$ cat config.mk
export PLATFORM = sky130hd
export DESIGN_NAME = tone_scheduler
export DESIGN_NICKNAME = d
export VERILOG_FILES = /design/src/rtl/tone_scheduler.sv
export SDC_FILE = /design/constraint.sdc
export NUM_CORES = 1
export LEC_CHECK = 0
export BUFFER_PORTS_ARGS = -buffer_cell sky130_fd_sc_hd__buf_2
export CAP_MARGIN = 20
export CORE_AREA = 5 5 218 220
export CTS_CLUSTER_SIZE = 10
export DETAILED_ROUTE_END_ITERATION = 10
export DIE_AREA = 0 0 223 225
export PLACE_DENSITY = 0.47
export RECOVER_POWER = 100
export SETUP_SLACK_MARGIN = 0.15
export SLEW_MARGIN = 10
export SYNTH_ARGS = -nofsm -noshare
export SYNTH_HDL_FRONTEND = slang
export SYNTH_SLANG_ARGS = --single-unit
$ cat constraint.sdc
create_clock -name sys_CLK -period 5.5 [get_ports sys_CLK]
set_input_delay 0.275 -clock sys_CLK [delete_from_list [all_inputs] [get_ports sys_CLK]]
set_output_delay 0.275 -clock sys_CLK [all_outputs]
set_load 0.02 [all_outputs]
$ cat src/rtl/tone_scheduler.sv
// tone_scheduler: beat-synchronous arbiter that shares one tone generator
// between the song player, the replay engine and the live keyboard, converts
// the selected note to the tone-counter preload, and records/replays keyboard
// note changes through a small buffer.
module tone_scheduler #(
    parameter int DEPTH = 51,
    parameter int PTR_W = 6
) (
    input  logic             sys_CLK,
    input  logic             rst,
    input  logic             beat_tick,
    input  logic             song_req,
    input  logic [4:0]       song_note,
    input  logic             key_req,
    input  logic [4:0]       key_note,
    input  logic             replay_req,
    input  logic             rec_clear,
    output logic [4:0]       note,
    output logic [13:0]      origin,
    output logic [1:0]       owner,
    output logic [PTR_W-1:0] rec_count,
    output logic             replay_done
);

    typedef enum logic [1:0] {
        IDLE   = 2'd0,
        SONG   = 2'd1,
        REPLAY = 2'd2,
        KEY    = 2'd3
    } state_t;

    localparam logic [PTR_W-1:0] DEPTH_P = PTR_W'(DEPTH);

    state_t           owner_q, owner_d, next_owner;
    logic [4:0]       note_q, note_d;
    logic [13:0]      origin_q, origin_d;
    logic [PTR_W-1:0] rd_ptr_q, rd_ptr_d;
    logic [PTR_W-1:0] rec_count_q, rec_count_d;
    logic [4:0]       last_q, last_d;
    logic             done_q, done_d;

    // Effective values after a coincident clear has been applied
    logic [PTR_W-1:0] cnt_eff;
    logic [4:0]       last_eff;
    logic [PTR_W-1:0] rd_base;
    logic [PTR_W-1:0] rd_inc;

    logic             wr_en;
    logic [PTR_W-1:0] wr_addr;

    logic [4:0]       rec_mem [0:DEPTH-1];

    // Note index to 14-bit tone counter preload; out-of-range notes are silent
    function automatic logic [13:0] note_to_origin(input logic [4:0] n);
        logic [13:0] o;
        case (n)
            5'd1:    o = 14'd4916;
            5'd2:    o = 14'd6168;
            5'd3:    o = 14'd7281;
            5'd4:    o = 14'd7791;
            5'd5:    o = 14'd8730;
            5'd6:    o = 14'd9565;
            5'd7:    o = 14'd10310;
            5'd8:    o = 14'd10647;
            5'd9:    o = 14'd11272;
            5'd10:   o = 14'd11831;
            5'd11:   o = 14'd12087;
            5'd12:   o = 14'd12556;
            5'd13:   o = 14'd12974;
            5'd14:   o = 14'd13346;
            5'd15:   o = 14'd13516;
            5'd16:   o = 14'd13829;
            5'd17:   o = 14'd14108;
            5'd18:   o = 14'd14236;
            5'd19:   o = 14'd14470;
            5'd20:   o = 14'd14678;
            5'd21:   o = 14'd14864;
            default: o = 14'd0;
        endcase
        return o;
    endfunction

    // Fixed-priority arbitration: song > replay > key > idle
    always_comb begin
        if (song_req)        next_owner = SONG;
        else if (replay_req) next_owner = REPLAY;
        else if (key_req)    next_owner = KEY;
        else                 next_owner = IDLE;
    end

    // Next-state, note select, replay pointer and record-write decisions
    always_comb begin
        cnt_eff  = rec_clear ? '0 : rec_count_q;
        last_eff = rec_clear ? 5'd0 : last_q;
        // A fresh replay (or one hit by a clear) always starts from entry 0
        rd_base  = (rec_clear || owner_q != REPLAY) ? '0 : rd_ptr_q;
        rd_inc   = rd_base + 1'b1;

        owner_d     = owner_q;
        note_d      = note_q;
        rd_ptr_d    = rec_clear ? '0 : rd_ptr_q;
        rec_count_d = cnt_eff;
        last_d      = last_eff;
        done_d      = 1'b0;
        wr_en       = 1'b0;
        wr_addr     = cnt_eff;

        if (beat_tick) begin
            owner_d = next_owner;
            case (next_owner)
                SONG: note_d = song_note;
                KEY: begin
                    note_d = key_note;
                    // Record only note changes; saturate when full
                    if ((cnt_eff == '0 || key_note != last_eff) && cnt_eff < DEPTH_P) begin
                        wr_en       = 1'b1;
                        rec_count_d = cnt_eff + 1'b1;
                        last_d      = key_note;
                    end
                end
                REPLAY: begin
                    if (cnt_eff == '0) begin
                        note_d   = 5'd0;
                        rd_ptr_d = '0;
                        done_d   = 1'b1;
                    end else begin
                        note_d = rec_mem[rd_base];
                        if (rd_inc == cnt_eff) begin
                            rd_ptr_d = '0;
                            done_d   = 1'b1;
                        end else begin
                            rd_ptr_d = rd_inc;
                        end
                    end
                end
                default: note_d = 5'd0;
            endcase
        end

        origin_d = beat_tick ? note_to_origin(note_d) : origin_q;
    end

    // Control and output registers with asynchronous reset
    always_ff @(posedge sys_CLK or posedge rst) begin
        if (rst) begin
            owner_q     <= IDLE;
            note_q      <= 5'd0;
            origin_q    <= 14'd0;
            rd_ptr_q    <= '0;
            rec_count_q <= '0;
            last_q      <= 5'd0;
            done_q      <= 1'b0;
        end else begin
            owner_q     <= owner_d;
            note_q      <= note_d;
            origin_q    <= origin_d;
            rd_ptr_q    <= rd_ptr_d;
            rec_count_q <= rec_count_d;
            last_q      <= last_d;
            done_q      <= done_d;
        end
    end

    // Record buffer storage; contents survive reset
    always_ff @(posedge sys_CLK) begin
        if (wr_en) rec_mem[wr_addr] <= key_note;
    end

    assign note        = note_q;
    assign origin      = origin_q;
    assign owner       = owner_q;
    assign rec_count   = rec_count_q;
    assign replay_done = done_q;

endmodule

==> impl_metrics.toml <==
[outcome]
run_status = "complete, but fails checks"
violations = "capacitance limit, slew limit"

[yosys]
number_of_enable_flip_flop_cells_after_synthesis = 255
postSynthRegisterBits = 294
synth.top_cells.by_area = "sky130_fd_sc_hd__edfxtp_1 (57%), sky130_fd_sc_hd__dfrtp_1 (7.3%), sky130_fd_sc_hd__nor2_1 (3.4%), sky130_fd_sc_hd__mux2i_1 (2.8%), sky130_fd_sc_hd__a21oi_1 (2.8%)"
synthDistinctLibCells = 90
synth_area_leader_cell = "sky130_fd_sc_hd__edfxtp_1"
synth_area_per_cell_um2 = 12.9
synth_seq_area_share_pct = 64.2
synth_flop_cell = "sky130_fd_sc_hd__edfxtp_1"
postSynthNetCount = 1067
async_flop_share_pct = 13.3
syn-instance-count = 1039
synth_top_cell_area_share_pct = 56.9
synthesis.area_mm2 = 0.0135
ys.warnings.count = 0

[clocking]
number_of_clock_sinks = 294
cts_post_setup_buffers_inserted = 0
clk_transition_reported_paths_ns = 0.06
cts_repair_resize_count = 0
cts_inserted_buffers = 36
htree_levels = 2
bufs_on_longest_clock_path = 3
cts_tree = "done"
cts.hold.buffers_added = 1
root_buffer = "sky130_fd_sc_hd__clkbuf_16"
clkLatencyLatePin_ns = 0.54

[sta]
setup_viol = 0
finalWorstPathRequiredPeriod_ns = 4.46
final_critical_path_setup_slack_ns = 1.04
slew_violations = 257
unrepaired_setup_endpoints_after_global_routing = "false"
least_margin_pin_slew_ns = 2.73
slew-limit-headroom_pct = -82.0
maxClockFrequency_ghz = 0.224
fin_skew_ns = 0.0154
timing.final.crit_share_pct = 81.1
finalHoldViolCount = 0
timing.setup.tns_ns = 0

[setup_path]
critPathMaxStageDelay_ns = 1.18
r2r.worst_path.cells = 10
crit_path_cell_trace = "and4bb_1 > a22oi_1 > o211ai_1 > nand3_1 > a221o_1 > o221ai_1 > inv_1 > ha_1 > a31o_1 > o311ai_0"
timing.critical_path.slowest_stage_cell = "sky130_fd_sc_hd__and4bb_1"
rrSetupSlack_ns = 1.04
rr_endpoint = "origin[2]$_DFFE_PP0P_"
critical_path.endpoint_type = "flip-flop"
worstSetupStartpointType = "flip-flop"
worstPathMaxFanout = 30
r2r_start = "owner[1]$_DFFE_PP0P_"
startpoint_to_endpoint_class_of_the_critical_path = "flip-flop to flip-flop"
cp.arrival_ns = 4.88
crit_required_ns = 5.92

[place]
globalplace.congestion = 0.834
numPortBuffers = 44
post_dp_cell_area_mm2 = 0.0142
place_hpwl_um = 25500
post-place-ws_ns = 1.41
placedCellCount = 1639

[finish]
nNetsFinal = 1107
finished_layout_cells = 1694
finish.instance_area_mm2 = 0.0151
fillCellCount = 4502
antenna-diode-count = 0
syn_to_final_growth_pct = 12.5
post_route_cells_drive_above_1_share_pct = 9.32
final_util_pct = 33.6

[global_route]
first_global_vias = 8978
grt_use_total_pct = 15.5
maximum_number_of_pins_on_one_net_before_global_route_repair = 125
globalRoute.totalOverflow = 0
first_pass_grt_wire_length_um = 59600
antenna_violations_before_repair = 0

[power_and_ir_drop]
leakage_nw = 4.69
ir_drop_v = 0.000164
powerDensity_mw_per_mm2 = 325

[worst_hold_path]
min_delay_src = "replay_req"
holdCritPathClass = "primary input to flip-flop"
hold_depth = 3
hold_end = "owner[1]$_DFFE_PP0P_"

[floorplan]
die_x_um = 223
floorplan.die_area_mm2 = 0.0502
initial_utilization_pct = 29.8
ios = 45
fp.coreArea_mm2 = 0.0451
floorplan.die.height_um = 225
num_rows = 78

[job]
timing.max_cap.violations = 7

[detailed_routing]
first_iter_violations = 1044
routed_wire_length_per_instance_um = 23.3
post_route_drc = 0
vias_per_cell = 5.29
detail_route.first_pass.iterations = 5
route.vias.total = 8963
route.antenna.remaining_nets = 0
drt_wl_total_um = 39500
==> registers in the layout (all words and copies together), names as in the netlist <==
signal,cells
origin,14
rd_ptr_q,6
rec_mem,255
note,5
rec_count,6
owner,2
last_q,5
replay_done,1
==> worst max-delay path: cells and delay by family, from the launching register on <==
family / cells / cell delay [ns]
compound gates: 6 / 1.78
flops: 1 / 0.57
simple gates: 2 / 1.31
buf+inv: 1 / 0.32
fa+ha+maj: 1 / 0.34
==> metal layers <==
metal,wire length [um],track usage [%],up-vias
li1,-,-,4098
met1,18600,22.1,4514
met2,17300,23.6,285
met3,2360,3.60,66
met4,1180,4.86,0
met5,0,0,-
==> how the worst max path moves through the flow <==
stage	startpoint	to	slack, ns	depth (start not counted)
finish	owner[1]$_DFFE_PP0P_	origin[2]$_DFFE_PP0P_	1.04	10
global route	owner[1]$_DFFE_PP0P_	origin[0]$_DFFE_PP0P_	0.70	12
CTS	owner[0]$_DFFE_PP0P_	origin[13]$_DFFE_PP0P_	1.56	11
detailed placement	rec_clear	origin[13]$_DFFE_PP0P_	1.41	12
global placement	rec_clear	origin[12]$_DFFE_PP0P_	1.44	11
floorplan	owner[0]$_DFFE_PP0P_	rd_ptr_q[3]$_DFF_PP0_	2.06	14
==> cell families after synthesis <==
| logic type | synth area share [%] |
|---|---|
| flip-flops | 64.2 |
| AND/OR/NAND/NOR | 10.6 |
| multiplexers | 3.83 |
| adder cells (fa/ha/maj) | 1.02 |
| XOR/XNOR | 0.949 |
| AO/OA/AOI/OAI | 15.7 |
| buffers and inverters | 3.79 |
==> Yosys cell counts (7+ instances only) <==
library cell / n
sky130_fd_sc_hd__buf_6: 13
sky130_fd_sc_hd__a31oi_1: 15
sky130_fd_sc_hd__clkbuf_1: 14
sky130_fd_sc_hd__buf_4: 10
sky130_fd_sc_hd__o2bb2ai_1: 9
sky130_fd_sc_hd__edfxtp_1: 255
sky130_fd_sc_hd__a221o_1: 14
sky130_fd_sc_hd__a21oi_1: 75
sky130_fd_sc_hd__nor2_1: 122
sky130_fd_sc_hd__ha_1: 11
sky130_fd_sc_hd__nor3_1: 16
sky130_fd_sc_hd__nand3_1: 19
sky130_fd_sc_hd__a221oi_1: 19
sky130_fd_sc_hd__mux2_2: 8
sky130_fd_sc_hd__a22oi_1: 10
sky130_fd_sc_hd__buf_2: 23
sky130_fd_sc_hd__inv_1: 14
sky130_fd_sc_hd__nand2b_1: 10
sky130_fd_sc_hd__mux2i_1: 38
sky130_fd_sc_hd__o21ai_1: 16
sky130_fd_sc_hd__a2bb2oi_1: 9
sky130_fd_sc_hd__dfrtp_1: 39
sky130_fd_sc_hd__nor2b_1: 9
sky130_fd_sc_hd__nand2_1: 69
sky130_fd_sc_hd__or3_1: 9
sky130_fd_sc_hd__a211oi_1: 13
sky130_fd_sc_hd__buf_1: 7
sky130_fd_sc_hd__xnor2_1: 9
sky130_fd_sc_hd__o221ai_1: 7
sky130_fd_sc_hd__o21ai_0: 32
sky130_fd_sc_hd__a211o_1: 8
==> power by group <==
group	leakage (nW)	total [W]	switching (W)	internal, W
sequential	2.80	0.00248	0.0000240	0.00246
clock	0.494	0.00213	0.000883	0.00125
combinational	1.40	0.000310	0.000222	0.0000878
total	4.69	0.00492	0.00113	0.00379
==> placed cells by master (no fill, tap or decap), types with 10 or more instances in the layout <==
master / netlist / routed
sky130_fd_sc_hd__a221o_1: 14 / 14
sky130_fd_sc_hd__a221oi_1: 19 / 19
sky130_fd_sc_hd__clkbuf_1: 14 / 54
sky130_fd_sc_hd__buf_2: 23 / 11
sky130_fd_sc_hd__dfrtp_1: 39 / 37
sky130_fd_sc_hd__nand3_1: 19 / 19
sky130_fd_sc_hd__nor2_1: 122 / 122
sky130_fd_sc_hd__nor3_1: 16 / 16
sky130_fd_sc_hd__or3_1: 9 / 10
sky130_fd_sc_hd__inv_1: 14 / 15
sky130_fd_sc_hd__edfxtp_1: 255 / 255
sky130_fd_sc_hd__buf_4: 10 / 13
sky130_fd_sc_hd__nand2b_1: 10 / 10
sky130_fd_sc_hd__o21ai_0: 32 / 36
sky130_fd_sc_hd__a211oi_1: 13 / 13
sky130_fd_sc_hd__clkbuf_16: 0 / 38
sky130_fd_sc_hd__a31oi_1: 15 / 15
sky130_fd_sc_hd__nand2_1: 69 / 69
sky130_fd_sc_hd__ha_1: 11 / 11
sky130_fd_sc_hd__mux2i_1: 38 / 38
sky130_fd_sc_hd__a21oi_1: 75 / 75
sky130_fd_sc_hd__o21ai_1: 16 / 12
sky130_fd_sc_hd__a22oi_1: 10 / 10
==> stage by stage <==
stage,hold WS [ns],power [W]
3_5_place_dp,0.444,0.00285
6_report,0.0808,0.00492
2_1_floorplan,0.374,0.00271
3_3_place_gp,0.437,0.00285
5_1_grt,0.0877,0.00511
4_1_cts,0.0548,0.00499
==> layout make-up <==
class / count / area (um2) / area share [%]
Clock buffer: 49 / 992 / 6.55
Clock inverter: 4 / 32.5 / 0.215
Inverter: 21 / 93.8 / 0.620
Multi-Input combinational cell: 657 / 4290 / 28.3
Sequential cell: 294 / 8640 / 57.1
Tap cell: 600 / 751 / 4.96
Timing Repair Buffer: 69 / 344 / 2.27
No activity file was read; power rests on OpenSTA's default activity.
